### src/rtl/zx81_kbd_pkg.sv
// Shared definitions for the ZX81 keyboard matrix: PS/2 set-2 scancodes,
// composite-key FSM states and the decoded key record.
package zx81_kbd_pkg;

    localparam int unsigned NUM_ROWS = 8;
    localparam int unsigned NUM_COLS = 5;
    localparam int unsigned ROW_W    = 3;
    localparam int unsigned COL_W    = 3;

    // Direct keys, grouped by ZX81 row (col0 first)
    localparam logic [7:0] SC_LSHIFT = 8'h12;
    localparam logic [7:0] SC_RSHIFT = 8'h59;
    localparam logic [7:0] SC_Z      = 8'h1A;
    localparam logic [7:0] SC_X      = 8'h22;
    localparam logic [7:0] SC_C      = 8'h21;
    localparam logic [7:0] SC_V      = 8'h2A;

    localparam logic [7:0] SC_A      = 8'h1C;
    localparam logic [7:0] SC_S      = 8'h1B;
    localparam logic [7:0] SC_D      = 8'h23;
    localparam logic [7:0] SC_F      = 8'h2B;
    localparam logic [7:0] SC_G      = 8'h34;

    localparam logic [7:0] SC_Q      = 8'h15;
    localparam logic [7:0] SC_W      = 8'h1D;
    localparam logic [7:0] SC_E      = 8'h24;
    localparam logic [7:0] SC_R      = 8'h2D;
    localparam logic [7:0] SC_T      = 8'h2C;

    localparam logic [7:0] SC_1      = 8'h16;
    localparam logic [7:0] SC_2      = 8'h1E;
    localparam logic [7:0] SC_3      = 8'h26;
    localparam logic [7:0] SC_4      = 8'h25;
    localparam logic [7:0] SC_5      = 8'h2E;

    localparam logic [7:0] SC_0      = 8'h45;
    localparam logic [7:0] SC_9      = 8'h46;
    localparam logic [7:0] SC_8      = 8'h3E;
    localparam logic [7:0] SC_7      = 8'h3D;
    localparam logic [7:0] SC_6      = 8'h36;

    localparam logic [7:0] SC_P      = 8'h4D;
    localparam logic [7:0] SC_O      = 8'h44;
    localparam logic [7:0] SC_I      = 8'h43;
    localparam logic [7:0] SC_U      = 8'h3C;
    localparam logic [7:0] SC_Y      = 8'h35;

    localparam logic [7:0] SC_ENTER  = 8'h5A;
    localparam logic [7:0] SC_L      = 8'h4B;
    localparam logic [7:0] SC_K      = 8'h42;
    localparam logic [7:0] SC_J      = 8'h3B;
    localparam logic [7:0] SC_H      = 8'h33;

    localparam logic [7:0] SC_SPACE  = 8'h29;
    localparam logic [7:0] SC_DOT    = 8'h49;
    localparam logic [7:0] SC_M      = 8'h3A;
    localparam logic [7:0] SC_N      = 8'h31;
    localparam logic [7:0] SC_B      = 8'h32;

    // Composite keys (SHIFT + digit); arrows carry the E0 prefix
    localparam logic [7:0] SC_BKSP     = 8'h66;
    localparam logic [7:0] SC_E0_LEFT  = 8'h6B;
    localparam logic [7:0] SC_E0_DOWN  = 8'h72;
    localparam logic [7:0] SC_E0_UP    = 8'h75;
    localparam logic [7:0] SC_E0_RIGHT = 8'h74;

    typedef enum logic [1:0] {
        ST_IDLE = 2'd0,
        ST_PRE  = 2'd1,
        ST_HOLD = 2'd2,
        ST_POST = 2'd3
    } comp_state_e;

    typedef struct packed {
        logic             valid;
        logic             composite;
        logic [ROW_W-1:0] row;
        logic [COL_W-1:0] col;
    } key_dec_t;

    // Build a valid decode record for a matrix position
    function automatic key_dec_t key_at(input int unsigned row, input int unsigned col,
                                        input logic composite);
        key_dec_t d;
        d.valid     = 1'b1;
        d.composite = composite;
        d.row       = ROW_W'(row);
        d.col       = COL_W'(col);
        return d;
    endfunction

endpackage

### src/rtl/zx81_kbd_decode.sv
// Combinational PS/2 set-2 scancode -> ZX81 matrix position lookup.
// Ports: ext/code in (E0 flag + scancode); valid_c, composite_c, row_c, col_c out.
// Composite keys decode only when ZX81_KBD_COMPOSITE_EN is defined,
// otherwise they come back as unmapped.
module zx81_kbd_decode
    import zx81_kbd_pkg::*;
(
    input  logic             ext,
    input  logic [7:0]       code,
    output logic             valid_c,
    output logic             composite_c,
    output logic [ROW_W-1:0] row_c,
    output logic [COL_W-1:0] col_c
);

    key_dec_t dec;

    always_comb begin
        dec = '0;
        if (!ext) begin
            case (code)
                SC_LSHIFT, SC_RSHIFT: dec = key_at(0, 0, 1'b0);
                SC_Z:     dec = key_at(0, 1, 1'b0);
                SC_X:     dec = key_at(0, 2, 1'b0);
                SC_C:     dec = key_at(0, 3, 1'b0);
                SC_V:     dec = key_at(0, 4, 1'b0);
                SC_A:     dec = key_at(1, 0, 1'b0);
                SC_S:     dec = key_at(1, 1, 1'b0);
                SC_D:     dec = key_at(1, 2, 1'b0);
                SC_F:     dec = key_at(1, 3, 1'b0);
                SC_G:     dec = key_at(1, 4, 1'b0);
                SC_Q:     dec = key_at(2, 0, 1'b0);
                SC_W:     dec = key_at(2, 1, 1'b0);
                SC_E:     dec = key_at(2, 2, 1'b0);
                SC_R:     dec = key_at(2, 3, 1'b0);
                SC_T:     dec = key_at(2, 4, 1'b0);
                SC_1:     dec = key_at(3, 0, 1'b0);
                SC_2:     dec = key_at(3, 1, 1'b0);
                SC_3:     dec = key_at(3, 2, 1'b0);
                SC_4:     dec = key_at(3, 3, 1'b0);
                SC_5:     dec = key_at(3, 4, 1'b0);
                SC_0:     dec = key_at(4, 0, 1'b0);
                SC_9:     dec = key_at(4, 1, 1'b0);
                SC_8:     dec = key_at(4, 2, 1'b0);
                SC_7:     dec = key_at(4, 3, 1'b0);
                SC_6:     dec = key_at(4, 4, 1'b0);
                SC_P:     dec = key_at(5, 0, 1'b0);
                SC_O:     dec = key_at(5, 1, 1'b0);
                SC_I:     dec = key_at(5, 2, 1'b0);
                SC_U:     dec = key_at(5, 3, 1'b0);
                SC_Y:     dec = key_at(5, 4, 1'b0);
                SC_ENTER: dec = key_at(6, 0, 1'b0);
                SC_L:     dec = key_at(6, 1, 1'b0);
                SC_K:     dec = key_at(6, 2, 1'b0);
                SC_J:     dec = key_at(6, 3, 1'b0);
                SC_H:     dec = key_at(6, 4, 1'b0);
                SC_SPACE: dec = key_at(7, 0, 1'b0);
                SC_DOT:   dec = key_at(7, 1, 1'b0);
                SC_M:     dec = key_at(7, 2, 1'b0);
                SC_N:     dec = key_at(7, 3, 1'b0);
                SC_B:     dec = key_at(7, 4, 1'b0);
`ifdef ZX81_KBD_COMPOSITE_EN
                SC_BKSP:  dec = key_at(4, 0, 1'b1);
`endif
                default:  dec = '0;
            endcase
        end
`ifdef ZX81_KBD_COMPOSITE_EN
        else begin
            // E0-12 (fake shift) and all other extended codes stay unmapped
            case (code)
                SC_E0_LEFT:  dec = key_at(3, 4, 1'b1);
                SC_E0_DOWN:  dec = key_at(4, 4, 1'b1);
                SC_E0_UP:    dec = key_at(4, 3, 1'b1);
                SC_E0_RIGHT: dec = key_at(4, 2, 1'b1);
                default:     dec = '0;
            endcase
        end
`endif
    end

    assign valid_c     = dec.valid;
    assign composite_c = dec.composite;
    assign row_c       = dec.row;
    assign col_c       = dec.col;

endmodule

### src/rtl/zx81_kbd_matrix.sv
// PS/2 key events -> ZX81 8x5 keyboard matrix as seen by the ULA port.
// Ports: clk_sys, reset (sync, active-high), ps2_key[10:0] event word,
//        row_sel[7:0] active-low row selects (A15..A8), col_out[4:0]
//        active-low column return, kbd_busy (composite sequence running).
// Optional feature: ZX81_KBD_COMPOSITE_EN adds the SHIFT+key composite FSM.
module zx81_kbd_matrix
    import zx81_kbd_pkg::*;
#(
    parameter int unsigned HOLD_CYCLES = 250000,
    parameter int unsigned SHIFT_LEAD  = 12500
) (
    input  logic        clk_sys,
    input  logic        reset,
    input  logic [10:0] ps2_key,
    input  logic [7:0]  row_sel,
    output logic [4:0]  col_out,
    output logic        kbd_busy
);

    if (HOLD_CYCLES < 1 || SHIFT_LEAD < 1) begin : g_param_chk
        $error("HOLD_CYCLES and SHIFT_LEAD must be at least 1");
    end

    logic toggle_q, toggle_d, evt_c;
    logic [NUM_ROWS-1:0][NUM_COLS-1:0] matrix_q, matrix_d, overlay_c;
    logic [4:0] col_out_q, col_out_d;
    logic kbd_busy_q, kbd_busy_d;

    logic             dec_valid_c, dec_comp_c;
    logic [ROW_W-1:0] dec_row_c;
    logic [COL_W-1:0] dec_col_c;

    zx81_kbd_decode u_decode (
        .ext         (ps2_key[8]),
        .code        (ps2_key[7:0]),
        .valid_c     (dec_valid_c),
        .composite_c (dec_comp_c),
        .row_c       (dec_row_c),
        .col_c       (dec_col_c)
    );

    // One event per toggle; reset reloads the copy so nothing fires after it
    assign toggle_d = ps2_key[10];
    assign evt_c    = ps2_key[10] ^ toggle_q;

    // Direct keys update the matrix in every FSM state
    always_comb begin
        matrix_d = matrix_q;
        if (evt_c && dec_valid_c && !dec_comp_c) begin
            matrix_d[dec_row_c][dec_col_c] = ps2_key[9];
        end
    end

    // Column return: any selected row with a key (real or overlaid) pulls low
    always_comb begin
        col_out_d = 5'h1F;
        for (int unsigned r = 0; r < NUM_ROWS; r++) begin
            if (!row_sel[r]) begin
                col_out_d = col_out_d & ~(matrix_q[r] | overlay_c[r]);
            end
        end
    end

    always_ff @(posedge clk_sys) begin
        toggle_q <= toggle_d;
        if (reset) begin
            matrix_q   <= '0;
            col_out_q  <= 5'h1F;
            kbd_busy_q <= 1'b0;
        end else begin
            matrix_q   <= matrix_d;
            col_out_q  <= col_out_d;
            kbd_busy_q <= kbd_busy_d;
        end
    end

`ifdef ZX81_KBD_COMPOSITE_EN
    localparam int unsigned CNT_MAX =
        ((HOLD_CYCLES > SHIFT_LEAD) ? HOLD_CYCLES : SHIFT_LEAD) - 1;
    localparam int unsigned CNT_W   = (CNT_MAX > 0) ? $clog2(CNT_MAX + 1) : 1;

    comp_state_e      state_q, state_d;
    logic [CNT_W-1:0] cnt_q, cnt_d;
    logic             rel_pend_q, rel_pend_d;
    logic [8:0]       act_key_q, act_key_d;
    logic [ROW_W-1:0] act_row_q, act_row_d;
    logic [COL_W-1:0] act_col_q, act_col_d;
    logic             press_c, rel_act_c, cnt_zero_c;

    assign press_c    = evt_c && dec_valid_c && dec_comp_c && ps2_key[9];
    assign rel_act_c  = evt_c && dec_valid_c && dec_comp_c && !ps2_key[9]
                        && (ps2_key[8:0] == act_key_q);
    assign cnt_zero_c = (cnt_q == '0);

    // State register
    always_ff @(posedge clk_sys) begin
        if (reset) begin
            state_q    <= ST_IDLE;
            cnt_q      <= '0;
            rel_pend_q <= 1'b0;
            act_key_q  <= '0;
            act_row_q  <= '0;
            act_col_q  <= '0;
        end else begin
            state_q    <= state_d;
            cnt_q      <= cnt_d;
            rel_pend_q <= rel_pend_d;
            act_key_q  <= act_key_d;
            act_row_q  <= act_row_d;
            act_col_q  <= act_col_d;
        end
    end

    // Next state; the counter reloads on every state entry so it never wraps
    always_comb begin
        state_d    = state_q;
        cnt_d      = cnt_q;
        rel_pend_d = rel_pend_q;
        act_key_d  = act_key_q;
        act_row_d  = act_row_q;
        act_col_d  = act_col_q;
        case (state_q)
            ST_IDLE: begin
                if (press_c) begin
                    state_d    = ST_PRE;
                    cnt_d      = CNT_W'(SHIFT_LEAD - 1);
                    rel_pend_d = 1'b0;
                    act_key_d  = ps2_key[8:0];
                    act_row_d  = dec_row_c;
                    act_col_d  = dec_col_c;
                end
            end
            ST_PRE: begin
                if (rel_act_c) rel_pend_d = 1'b1;
                if (cnt_zero_c) begin
                    state_d = ST_HOLD;
                    cnt_d   = CNT_W'(HOLD_CYCLES - 1);
                end else begin
                    cnt_d = cnt_q - CNT_W'(1);
                end
            end
            ST_HOLD: begin
                if (rel_act_c) rel_pend_d = 1'b1;
                // Counter parks at zero until the release has been seen
                if (cnt_zero_c && (rel_pend_q || rel_act_c)) begin
                    state_d    = ST_POST;
                    cnt_d      = CNT_W'(SHIFT_LEAD - 1);
                    rel_pend_d = 1'b0;
                end else if (!cnt_zero_c) begin
                    cnt_d = cnt_q - CNT_W'(1);
                end
            end
            ST_POST: begin
                if (cnt_zero_c) begin
                    state_d = ST_IDLE;
                end else begin
                    cnt_d = cnt_q - CNT_W'(1);
                end
            end
            default: state_d = ST_IDLE;
        endcase
    end

    // Outputs: SHIFT overlay around the composite, key overlay during HOLD
    always_comb begin
        overlay_c  = '0;
        kbd_busy_d = (state_d != ST_IDLE);
        case (state_q)
            ST_PRE, ST_POST: overlay_c[0][0] = 1'b1;
            ST_HOLD: begin
                overlay_c[0][0]                 = 1'b1;
                overlay_c[act_row_q][act_col_q] = 1'b1;
            end
            default: ;
        endcase
    end
`else
    always_comb begin
        overlay_c  = '0;
        kbd_busy_d = 1'b0;
    end
`endif

    assign col_out  = col_out_q;
    assign kbd_busy = kbd_busy_q;

endmodule

### config.mk
export PLATFORM = sky130hd
export DESIGN_NAME = zx81_kbd_matrix
export DESIGN_NICKNAME = d
export VERILOG_FILES = /design/src/rtl/zx81_kbd_pkg.sv /design/src/rtl/zx81_kbd_decode.sv /design/src/rtl/zx81_kbd_matrix.sv
export SDC_FILE = /design/constraint.sdc
export NUM_CORES = 1
export LEC_CHECK = 0
export CORE_AREA = 3 3 98 100
export CTS_BUF_LIST = sky130_fd_sc_hd__clkbuf_8 sky130_fd_sc_hd__clkbuf_16
export CTS_CLUSTER_DIAMETER = 40
export DETAILED_ROUTE_END_ITERATION = 16
export DIE_AREA = 0 0 101 103
export SLEW_MARGIN = 20
export SYNTH_ARGS = -nofsm -noshare
export SYNTH_HDL_FRONTEND = slang
export SYNTH_SLANG_ARGS = --single-unit
### constraint.sdc
create_clock -name clk_sys -period 2.4 [get_ports clk_sys]
set_clock_uncertainty 0.15 [all_clocks]
set_input_delay 0.24 -clock clk_sys [delete_from_list [all_inputs] [get_ports clk_sys]]
set_output_delay 0.24 -clock clk_sys [all_outputs]
set_load 0.02 [all_outputs]
# Yosys cells after proc, flatten, opt, wreduce, memory -nomap -nowiden
# Memory sizes are Yosys's and may differ from the RTL's.
# Index checks and enable logic that the tools add are counted.
[word_totals]
reg_bits = 46
romBits = 896
in_bits = 21
out_inout_bits = 6
elab_cells = 51
memories = 1
[op_classes]
order_cmp = 4
mux = 15
bitwise = 16
n_reduce_logical = 5
[mem_list]
columns = ["memory", "words", "width", "rd", "rd_clocked_by_memory_dff", "write_ports", "line_no", "rtl"]
rows = [
  ["(no name shown)", 128, 7, 1, 0, 0, "zx81_kbd_decode.sv:21", "case (code)"],
]
[ops]
columns = ["op", "n"]
rows = [
  ["$mux W5", 9],
  ["$bwmux W40", 1],
  ["$not A5 Y5", 8],
  ["$and A5 B5 Y5", 7],
  ["$mux W8", 2],
  ["$demux W5 S3", 1],
  ["$lt A3 B4 Y1 const B", 2],
  ["$ge A3 B1 Y1 const B", 2],
  ["$logic_and A1 B1 Y1", 4],
  ["$demux W1 S3", 1],
  ["$logic_not A1 Y1", 1],
  ["$mux W1", 1],
  ["$xor A1 B1 Y1", 1],
]

# Depth between registers and ports, before layout
# Gate-level depths: netlist of the first run.
[depth]
word_depth = 16
depth_mapped = 11
ltp_nobuf = 9

# By module
# From an unflattened synthesis of the first run, not the netlist that was laid out.
[hier_totals]
cells_unflattened = 373
area_unflattened_um2 = 2975.4
[modules_own_cells]
columns = ["mod", "instances", "cells_per_inst", "area_each_um2", "seq_area_each_um2"]
rows = [
  ["zx81_kbd_matrix", 1, 270, 2314.7, 920.9],
  ["zx81_kbd_decode", 1, 103, 660.6, 0.0],
]

# Least setup slack after synthesis of the first run
# Ideal clock, no wire load.
[synth_path]
path_type = "input -> register"
startpoint = "in ps2_key[0]"
endpoint = "reg matrix_q[19] (netlist bit)"
t_arrival_ns = 2.165
setup_slack_ns = -0.002
cell_stages = 9
path_buffers = 0
path_cell_list = "inv_1 ha_1 nor2b_1 a2111oi_0 or4b_4 a211oi_2 nand2_1 or3_1 o31ai_1"
[synth_via]
elab_chain_len = 10
elab_cells_between_ends = 16
cone_classes = "order compare: 4; mux: 7; reduce/logical: 4; memory: 1"
[synth_lines]
columns = ["item", "line_no", "rtl"]
rows = [
  ["start: declaration", "zx81_kbd_matrix.sv:14", "input logic [10:0] ps2_key,"],
  ["$mem_v2 Z128 W7 (*)", "-", ""],
  ["$mux W8 (*)", "zx81_kbd_decode.sv:21", ""],
  ["$mux W8 (*)", "zx81_kbd_decode.sv:20", "if (!ext) begin"],
  ["$lt A3 B4 Y1 (implied by the code) or $ge A3 B1 Y1 (tied branches)", "zx81_kbd_matrix.sv:50", "matrix_d[dec_row_c][dec_col_c] = ps2_key[9];"],
  ["$logic_and A1 B1 Y1 (implied by the code)", "zx81_kbd_matrix.sv:50", ""],
  ["$mux W1 (implied by the code)", "zx81_kbd_matrix.sv:50", ""],
  ["$demux W1 S3", "zx81_kbd_matrix.sv:50", ""],
  ["$mux W5 (implied by the code)", "zx81_kbd_matrix.sv:50", ""],
  ["$demux W5 S3", "zx81_kbd_matrix.sv:50", ""],
  ["$bwmux W40", "zx81_kbd_matrix.sv:50", ""],
  ["end signal: assignment", "zx81_kbd_matrix.sv:71", "matrix_q <= matrix_d;"],
  ["end: declaration", "zx81_kbd_matrix.sv:25", "logic [NUM_ROWS-1:0][NUM_COLS-1:0] matrix_q, matrix_d, overlay_c;"],
]
# Mark *: on every way between the ends. The rest lies on a longest branch, timed or not.
# A chain may end at the register's enable or synchronous reset.

# Worst setup path after layout of the first run
[layout_path]
startpoint = "in ps2_key[2]"
endpoint = "reg matrix_q[4] (netlist bit)"
# The elaborated chain is that of the path after synthesis.

==> results of run 1 <==
worst max-delay path, stage by stage:
cell           delay, ns
dlygate4sd2_1       0.26
buf_6               0.14
nand2b_1            0.19
nand4_1             0.13
or4b_4              0.52
a211oi_4            0.32
nand2_2             0.12
or3_1               0.35
o31ai_1             0.07
cells by family after synthesis:
logic type | count (synthesis) | share of synthesized area
buf+inv | 72 | 0.0991
simple gates | 144 | 0.255
fa+ha+maj | 6 | 0.0246
xor+xnor | 2 | 0.00573
flops | 46 | 0.301
other cells | 1 | 0.00123
mux | 24 | 0.0794
compound gates | 101 | 0.233
Yosys cell counts, drive strengths merged (7+ instances only):
| cell | number | share of area |
|---|---|---|
| dfxtp | 46 | 0.30 |
| inv | 46 | 0.057 |
| nand2 | 33 | 0.041 |
| mux2i | 22 | 0.072 |
| nand3 | 22 | 0.036 |
| a21oi | 21 | 0.034 |
| o22ai | 21 | 0.043 |
| buf | 17 | 0.032 |
| nor2 | 17 | 0.022 |
| nand2b | 15 | 0.031 |
| nand4 | 13 | 0.027 |
| a31o | 11 | 0.032 |
| clkbuf | 9 | 0.011 |
| nor2b | 9 | 0.018 |
| o21ai | 7 | 0.011 |
registers in the layout, indices dropped and copies added (netlist names):
register	flops
col_out	5
matrix_q	40
toggle_q	1
area by class of cell:
class / count / area (sq um)
clock buffer: 5 / 68.8
clock inverter: 3 / 37.5
fill: 849 / 4580
inverter: 46 / 173
multi-input combinational: 278 / 2070
sequential: 46 / 921
tap: 108 / 135
timing repair buffer: 92 / 785
layer usage:
metal	vias to the layer above	wire length, microns
met3	12	271
li1	1556	-
met2	62	4350
met1	1508	4380
met4	0	127
met5	-	0
metrics by stage:
step	cells	TNS (ns)	hold slack, ns	utilization
finish	578	0	-0.00570	0.478
global route	578	-0.00318	0.00156	0.478
CTS	577	0	0.300	0.468
detailed placement	565	-22.66	0.304	0.435
global placement	565	-21.74	0.295	0.435
floorplan	396	-0.00768	0.118	-
power by group:
group	internal [uW]	total [uW]	switching, uW	leakage [uW]
Combinational	158	359	201	0.00117
Sequential	764	765	0.962	0.000371
Clock	303	560	256	0.0000607
cell usage in the layout, fill, tap and decap left out, types with 3 or more instances in the layout:
master / netlist / layout
o31ai_1: 6 / 5
nand2_2: 0 / 4
a21o_1: 6 / 6
nand4_1: 13 / 13
a21oi_1: 21 / 18
inv_2: 2 / 4
buf_4: 5 / 57
clkbuf_8: 0 / 5
nand3_1: 22 / 20
o21ai_0: 5 / 4
nor2_1: 16 / 15
or3_1: 6 / 5
a21oi_2: 0 / 3
buf_6: 0 / 6
nand3b_1: 3 / 3
dfxtp_1: 46 / 46
and2_1: 6 / 6
nand2b_1: 15 / 14
inv_1: 44 / 44
a31o_1: 11 / 11
nor2b_1: 9 / 5
clkbuf_2: 0 / 5
o21a_1: 3 / 3
dlygate4sd2_1: 0 / 3
o22ai_1: 21 / 21
buf_12: 0 / 3
mux2i_1: 22 / 21
clkdlybuf4s50_1: 0 / 15
o41ai_1: 5 / 5
nor2b_2: 0 / 3
ha_2: 0 / 4
and3_1: 3 / 3
nand2_1: 33 / 29
a31oi_4: 0 / 3
worst max-delay path by stage:
stage	endpoint	slack [ns]	cells after the start
floorplan	matrix_q[19]	-0.002	9
global placement	matrix_q[19]	-0.62	12
detailed placement	matrix_q[4]	-0.64	9
CTS	matrix_q[4]	0.00006	13
global route	matrix_q[36]	-0.003	10
finish	matrix_q[4]	0.11	9
what timing repair did:
item,4_1_cts,5_1_grt
cloned,1,0
endpoints found under the setup margin,40,40
resized for setup,48,32
pin swaps,10,12
buffers inserted,3,1
==> metrics.csv, run 1 <==
stage;metric;value;unit
die;core region area;8760;sq um
setup_path;Setup crit end kind;register;
global_routing;maximum number of pins on one net before global-route repair;28;
die;die height;103;microns
pwr;IR drop worst, VDD;0.225;mV
setup_path;element type at the critical path start;primary input;
place;global placer's final weighted congestion;0.841;
setup_path;R2R cell count;7;
logic_synthesis;number of distinct standard cells referenced by the synthesized netlist;62;
place;post-detailed-placement cell area;3810;sq um
setup_path;start point of the critical path;ps2_key[2];
die;floorplan die area;10400;sq um
sta;worst path setup slack after routing;0.113;ns
global_routing;global routing usage summed across all routing layers;0.176;
cts;number of buffers between clock root and the deepest sink;2;
cts;number of clock buffers inserted by TritonCTS;5;
sta;shortest period the worst path allows;2.29;ns
global_routing;global routing usage on met1;0.239;
pwr;leak pwr;0.00160;uW
final_layout;Final #Nets;496;
sta;Final Cycle Share;0.953;
outcome;outcome;finished, violations left;
final_layout;fin area;4190;sq um
sta;worst hold slack;-0.00570;ns
setup_path;largest fanout on the critical path;5;
cts;total of hold buffers inserted after clock tree synthesis;0;
worst_hold_path;number of instances on the worst hold path;1;
setup_path;data required time of the worst path;2.46;ns
global_routing;GR met2 Demand/Resource;0.289;
drt;Detailed Route Iter0 Violations;183;
sta;final count of pins violating max slew;0;
drt;total wire length;9130;microns
run;max-capacitance violation count;0;
logic_synthesis;YS warnings;0;
place;detailed placer's ending HPWL;6390;microns
global_routing;vias in the first global route;3023;
global_routing;Top Usage Layer GRT;met2;
global_routing;antenna violations before repair;0;
die;number of top-level pins;27;
logic_synthesis;syn_nets;423;
drt;Pre-antenna DRT Iters;4;
cts;clock-pin slew on the worst setup and hold paths;0.09;ns
outcome;violations in the final reports;hold timing;
final_layout;synthesis-to-finish area growth;37.1;%
die;count of standard-cell rows;34;
cts;# clock sinks;46;
setup_path;Critical Setup Path Class;primary input to register;
global_routing;met3 Track Usage GR;0.0271;
cts;root buffer selected by CTS;clkbuf_8;
sta;number of hold violations in the final report;1;
die;initial cell density of the core;0.349;
worst_hold_path;end of the worst hold path;toggle_q;
logic_synthesis;total of flip-flops plus latches after synthesis;46;
cts;CTS tree;done;
drt;vias per std cell;5.43;
final_layout;proportion of layout cells with a drive suffix above 1;0.279;
worst_hold_path;start point of the worst hold path;ps2_key[10];
logic_synthesis;Main synth FF type;dfxtp_1;
logic_synthesis;sequential share of the synthesized area;0.301;
logic_synthesis;number of enable flip-flop cells after synthesis;0;
logic_synthesis;asr flop ratio synth;0;
setup_path;startpoint of the most critical register-to-register path;toggle_q;
pwr;power density over the cells;402;nW/um^2
pwr;overall power consumption;1680;uW
drt;number of nets with antenna violations after routing;0;
setup_path;arrival time of data at the critical path endpoint;2.35;ns
place;port bufs;25;
cts;number of levels in the clock H-tree;2;
sta;Max Freq;0.437;GHz
die;x dimension of the die;101;microns
global_routing;wire length of the first global-routing pass;14800;microns
logic_synthesis;synthesized netlist cell count;396;
drt;via count of the routed design;3138;
final_layout;antenna diode instance count;0;
sta;Final Setup Violations;0;
logic_synthesis;Post-Synthesis Cell Area;3060;sq um
drt;routed len/inst;15.8;microns
setup_path;reg-to-reg critical path endpoint;matrix_q[4];
drt;drt drc;0;
cts;clock latency reported for the late side of the worst-skew pair;0.29;ns
setup_path;register-to-register setup slack;0.12;ns
global_routing;residual overflow from global routing;0;
logic_synthesis;synthesized area divided by synthesized cell count;7.72;sq um
place;worst slack, placed;-0.638;ns
worst_hold_path;type of the worst min-delay path;primary input to register;
Power figures use the tool's default switching activity.
==> run 2: changes to the inputs <==
==> constraint.sdc (replaced) <==
create_clock -name clk_sys -period 2.4 [get_ports clk_sys]
set_clock_uncertainty 0.15 [all_clocks]
set_input_delay 0.48 -clock clk_sys [delete_from_list [all_inputs] [get_ports clk_sys]]
set_output_delay 0.48 -clock clk_sys [all_outputs]
set_load 0.02 [all_outputs]
==> metrics.csv, run 2 (synthesis results as in run 1) <==
stage;metric;value;unit;change
pwr;leak pwr;0.00188;uW;was 0.00160 uW
sta;Final Cycle Share;1.10;;was 0.953
pwr;switching power;510;uW;was 458 uW
pwr;overall power consumption;1950;uW;was 1680 uW
global_routing;maximum number of pins on one net before global-route repair;28;;unchanged
final_layout;antenna diode instance count;0;;unchanged
setup_path;startpoint of the most critical register-to-register path;toggle_q;;unchanged
global_routing;Top Usage Layer GRT;met2;;unchanged
pwr;Net Sw Frac;0.261;;was 0.272
die;die height;103;microns;unchanged
worst_hold_path;type of the worst min-delay path;primary input to register;;unchanged
final_layout;fin area;4910;sq um;was 4190 sq um
outcome;outcome;finished, violations left;;unchanged
global_routing;vias in the first global route;3175;;was 3023
setup_path;Crit path buffers/inverters;4;;was 2
cts;root buffer selected by CTS;clkbuf_8;;unchanged
setup_path;crit-path most repeated cell;buf_6;;
pwr;power density over the cells;398;nW/um^2;was 402 nW/um^2
final_layout;commonest non-fill, non-tap cells in the layout;buf_4, dfxtp_1, inv_1, buf_6, nand2_1;;was buf_4, dfxtp_1, inv_1, nand2_1
final_layout;multi-input logic area;2260;sq um;was 2070 sq um
setup_path;largest fanout on the critical path;4;;was 5
place;Placed Instances;571;;was 565
sta;number of hold violations in the final report;0;;was 1
setup_path;start point of the critical path;ps2_key[7];;was ps2_key[2]
setup_path;arrival time of data at the critical path endpoint;2.71;ns;was 2.35 ns
worst_hold_path;start point of the worst hold path;ps2_key[10];;unchanged
die;x dimension of the die;101;microns;unchanged
setup_path;kind of cell adding the most delay to the critical path;simple AND/OR/NAND/NOR gates;;unchanged
global_routing;met3 Track Usage GR;0.0230;;was 0.0271
setup_path;Setup crit end kind;register;;unchanged
place;worst slack, placed;-1.06;ns;was -0.638 ns
die;count of standard-cell rows;34;;unchanged
drt;Detailed Route Iter0 Violations;242;;was 183
sta;final setup TNS;-5.79;ns;was 0 ns
sta;shortest period the worst path allows;2.64;ns;was 2.29 ns
sta;final count of pins violating max slew;0;;unchanged
final_layout;Final #Nets;533;;was 496
run;max-capacitance violation count;0;;unchanged
setup_path;CP peak stage delay;0.58;ns;was 0.52 ns
final_layout;most common cell after layout, fill and taps aside;buf_4;;unchanged
drt;Pre-antenna DRT Iters;4;;unchanged
place;port bufs;25;;unchanged
global_routing;global routing usage on met1;0.267;;was 0.239
global_routing;wire length of the first global-routing pass;16200;microns;was 14800 microns
setup_path;R2R cell count;8;;was 7
pwr;clock share of power;0.364;;was 0.332
drt;vias per std cell;5.58;;was 5.43
final_layout;flip-flop count of the largest register after layout;40;;unchanged
setup_path;depth of the critical timing path with buffers and inverters included;11;;was 9
pwr;sequential share of power;0.391;;was 0.454
final_layout;area of all sequential standard cells;921;sq um;unchanged
sta;setup repair after global routing missed its margin;yes;;
global_routing;antenna violations before repair;0;;unchanged
cts;number of clock buffers inserted by TritonCTS;5;;unchanged
sta;Max Freq;0.379;GHz;was 0.437 GHz
pwr;IR drop worst, VDD;0.265;mV;was 0.225 mV
pwr;fraction of power consumed by combinational cells;0.244;;was 0.213
final_layout;proportion of layout cells with a drive suffix above 1;0.389;;was 0.279
cts;number of levels in the clock H-tree;2;;unchanged
worst_hold_path;number of instances on the worst hold path;1;;unchanged
place;post-detailed-placement cell area;4000;sq um;was 3810 sq um
final_layout;synthesis-to-finish area growth;60.8;%;was 37.1%
setup_path;data required time of the worst path;2.47;ns;was 2.46 ns
setup_path;slowest library cell on the worst path;or4b_4;;unchanged
final_layout;register containing the most flip-flops in the final layout;matrix_q;;unchanged
die;number of top-level pins;27;;unchanged
cts;clock latency reported for the late side of the worst-skew pair;0.29;ns;about the same
drt;via count of the routed design;3433;;was 3138
final_layout;count of fill cells added during filler insertion;707;;was 849
pwr;cell-internal power;1440;uW;was 1230 uW
cts;total of hold buffers inserted after clock tree synthesis;0;;unchanged
setup_path;crit-path cells;buf_6 -> buf_6 -> buf_6 -> nor3_4 -> o211ai_1 -> or4b_4 -> buf_6 -> a211oi_4 -> nand2_2 -> or3_1 -> o31ai_2;;was dlygate4sd2_1 -> buf_6 -> nand2b_1 -> nand4_1 -> or4b_4 -> a211oi_4 -> nand2_2 -> or3_1 -> o31ai_1
die;floorplan die area;10400;sq um;unchanged
cts;number of buffers between clock root and the deepest sink;2;;unchanged
drt;routed len/inst;17.3;microns;was 15.8 microns
cts;CTS tree;done;;unchanged
drt;drt drc;0;;unchanged
global_routing;global routing usage summed across all routing layers;0.194;;was 0.176
cts;clock-pin slew on the worst setup and hold paths;0.08;ns;was 0.09 ns
final_layout;Final Non-Filler Cells;615;;was 578
drt;number of nets with antenna violations after routing;0;;unchanged
sta;Final Setup Violations;40;;was 0
die;initial cell density of the core;0.349;;unchanged
setup_path;Critical Setup Path Class;primary input to register;;unchanged
drt;total wire length;10600;microns;was 9130 microns
die;core region area;8760;sq um;unchanged
sta;worst path setup slack after routing;-0.240;ns;was 0.113 ns
cts;# clock sinks;46;;unchanged
outcome;violations in the final reports;setup timing;;was hold timing
place;global placer's final weighted congestion;0.937;;was 0.841
setup_path;element type at the critical path start;primary input;;unchanged
global_routing;residual overflow from global routing;0;;unchanged
place;detailed placer's ending HPWL;6520;microns;was 6390 microns
global_routing;GR met2 Demand/Resource;0.326;;was 0.289
## run 2: cell count changes in the layout (fill, tap and decap cells not counted), moves of 4 or more
cell,before,now
buf_6,6,29
buf_12,3,8
buf_4,57,64
buf_8,0,4
nand3_2,2,10
ha_2,4,0
nor2_1,15,11
ha_4,2,6
nand3_4,0,4
nand3_1,20,8
## run 2: layout make-up
| type | count | area share |
|---|---|---|
| Multi-Input combinational cell | 278 | 0.459 |
| Timing Repair Buffer | 129 | 0.260 |
| Sequential cell | 46 | 0.187 |
| Inverter | 46 | 0.0369 |
| Tap cell | 108 | 0.0275 |
| Clock buffer | 6 | 0.0168 |
| Clock inverter | 2 | 0.0122 |
## run 2: path summary, 6_finish.rpt
| check | end | slack [ns] |
|---|---|---|
| worst max register to register | matrix_q[4] | -0.05 |
| worst min register to register | matrix_q[6] | 0.31 |
| worst min-delay path | toggle_q | 0.31 |
| worst max-delay path | matrix_q[4] | -0.24 |
## run 2: worst reg2reg max path: stages, from the launching register on
cell	delay, ns
dfxtp_1	0.33
xor2_1	0.21
o211ai_1	0.13
or4b_4	0.58
buf_6	0.15
a211oi_4	0.31
nand2_2	0.12
or3_1	0.33
o31ai_2	0.06
## run 2: per-layer routing
metal	vias up	share of wire
li1	1631	-
met1	1653	0.44
met2	130	0.49
met3	19	0.055
met4	0	0.019
met5	-	0
## run 2: what timing repair did
action | 4_1_cts | 5_1_grt
cloned | 4 | 2
gates resized for setup | 81 | 69
endpoints found under the setup margin | 40 | 40
setup buffers | 13 | 20
pin swaps | 35 | 39
## run 2: per-stage QoR
stage | hold slack, ns | utilization
final | 0.310 | 0.561
after global routing | 0.311 | 0.561
after CTS | 0.306 | 0.520
after detailed placement | 0.299 | 0.457
after global placement | 0.297 | 0.457
after floorplan | 0.285 | -
## run 2: power groups by stage
stage / Sequential (uW) / Clock, uW / Combinational (uW)
2_1_floorplan: 783 / 0 / 167
3_3_place_gp: 783 / 0 / 345
3_5_place_dp: 783 / 0 / 344
4_1_cts: 765 / 723 / 398
5_1_grt: 765 / 750 / 503
6_report: 765 / 712 / 478
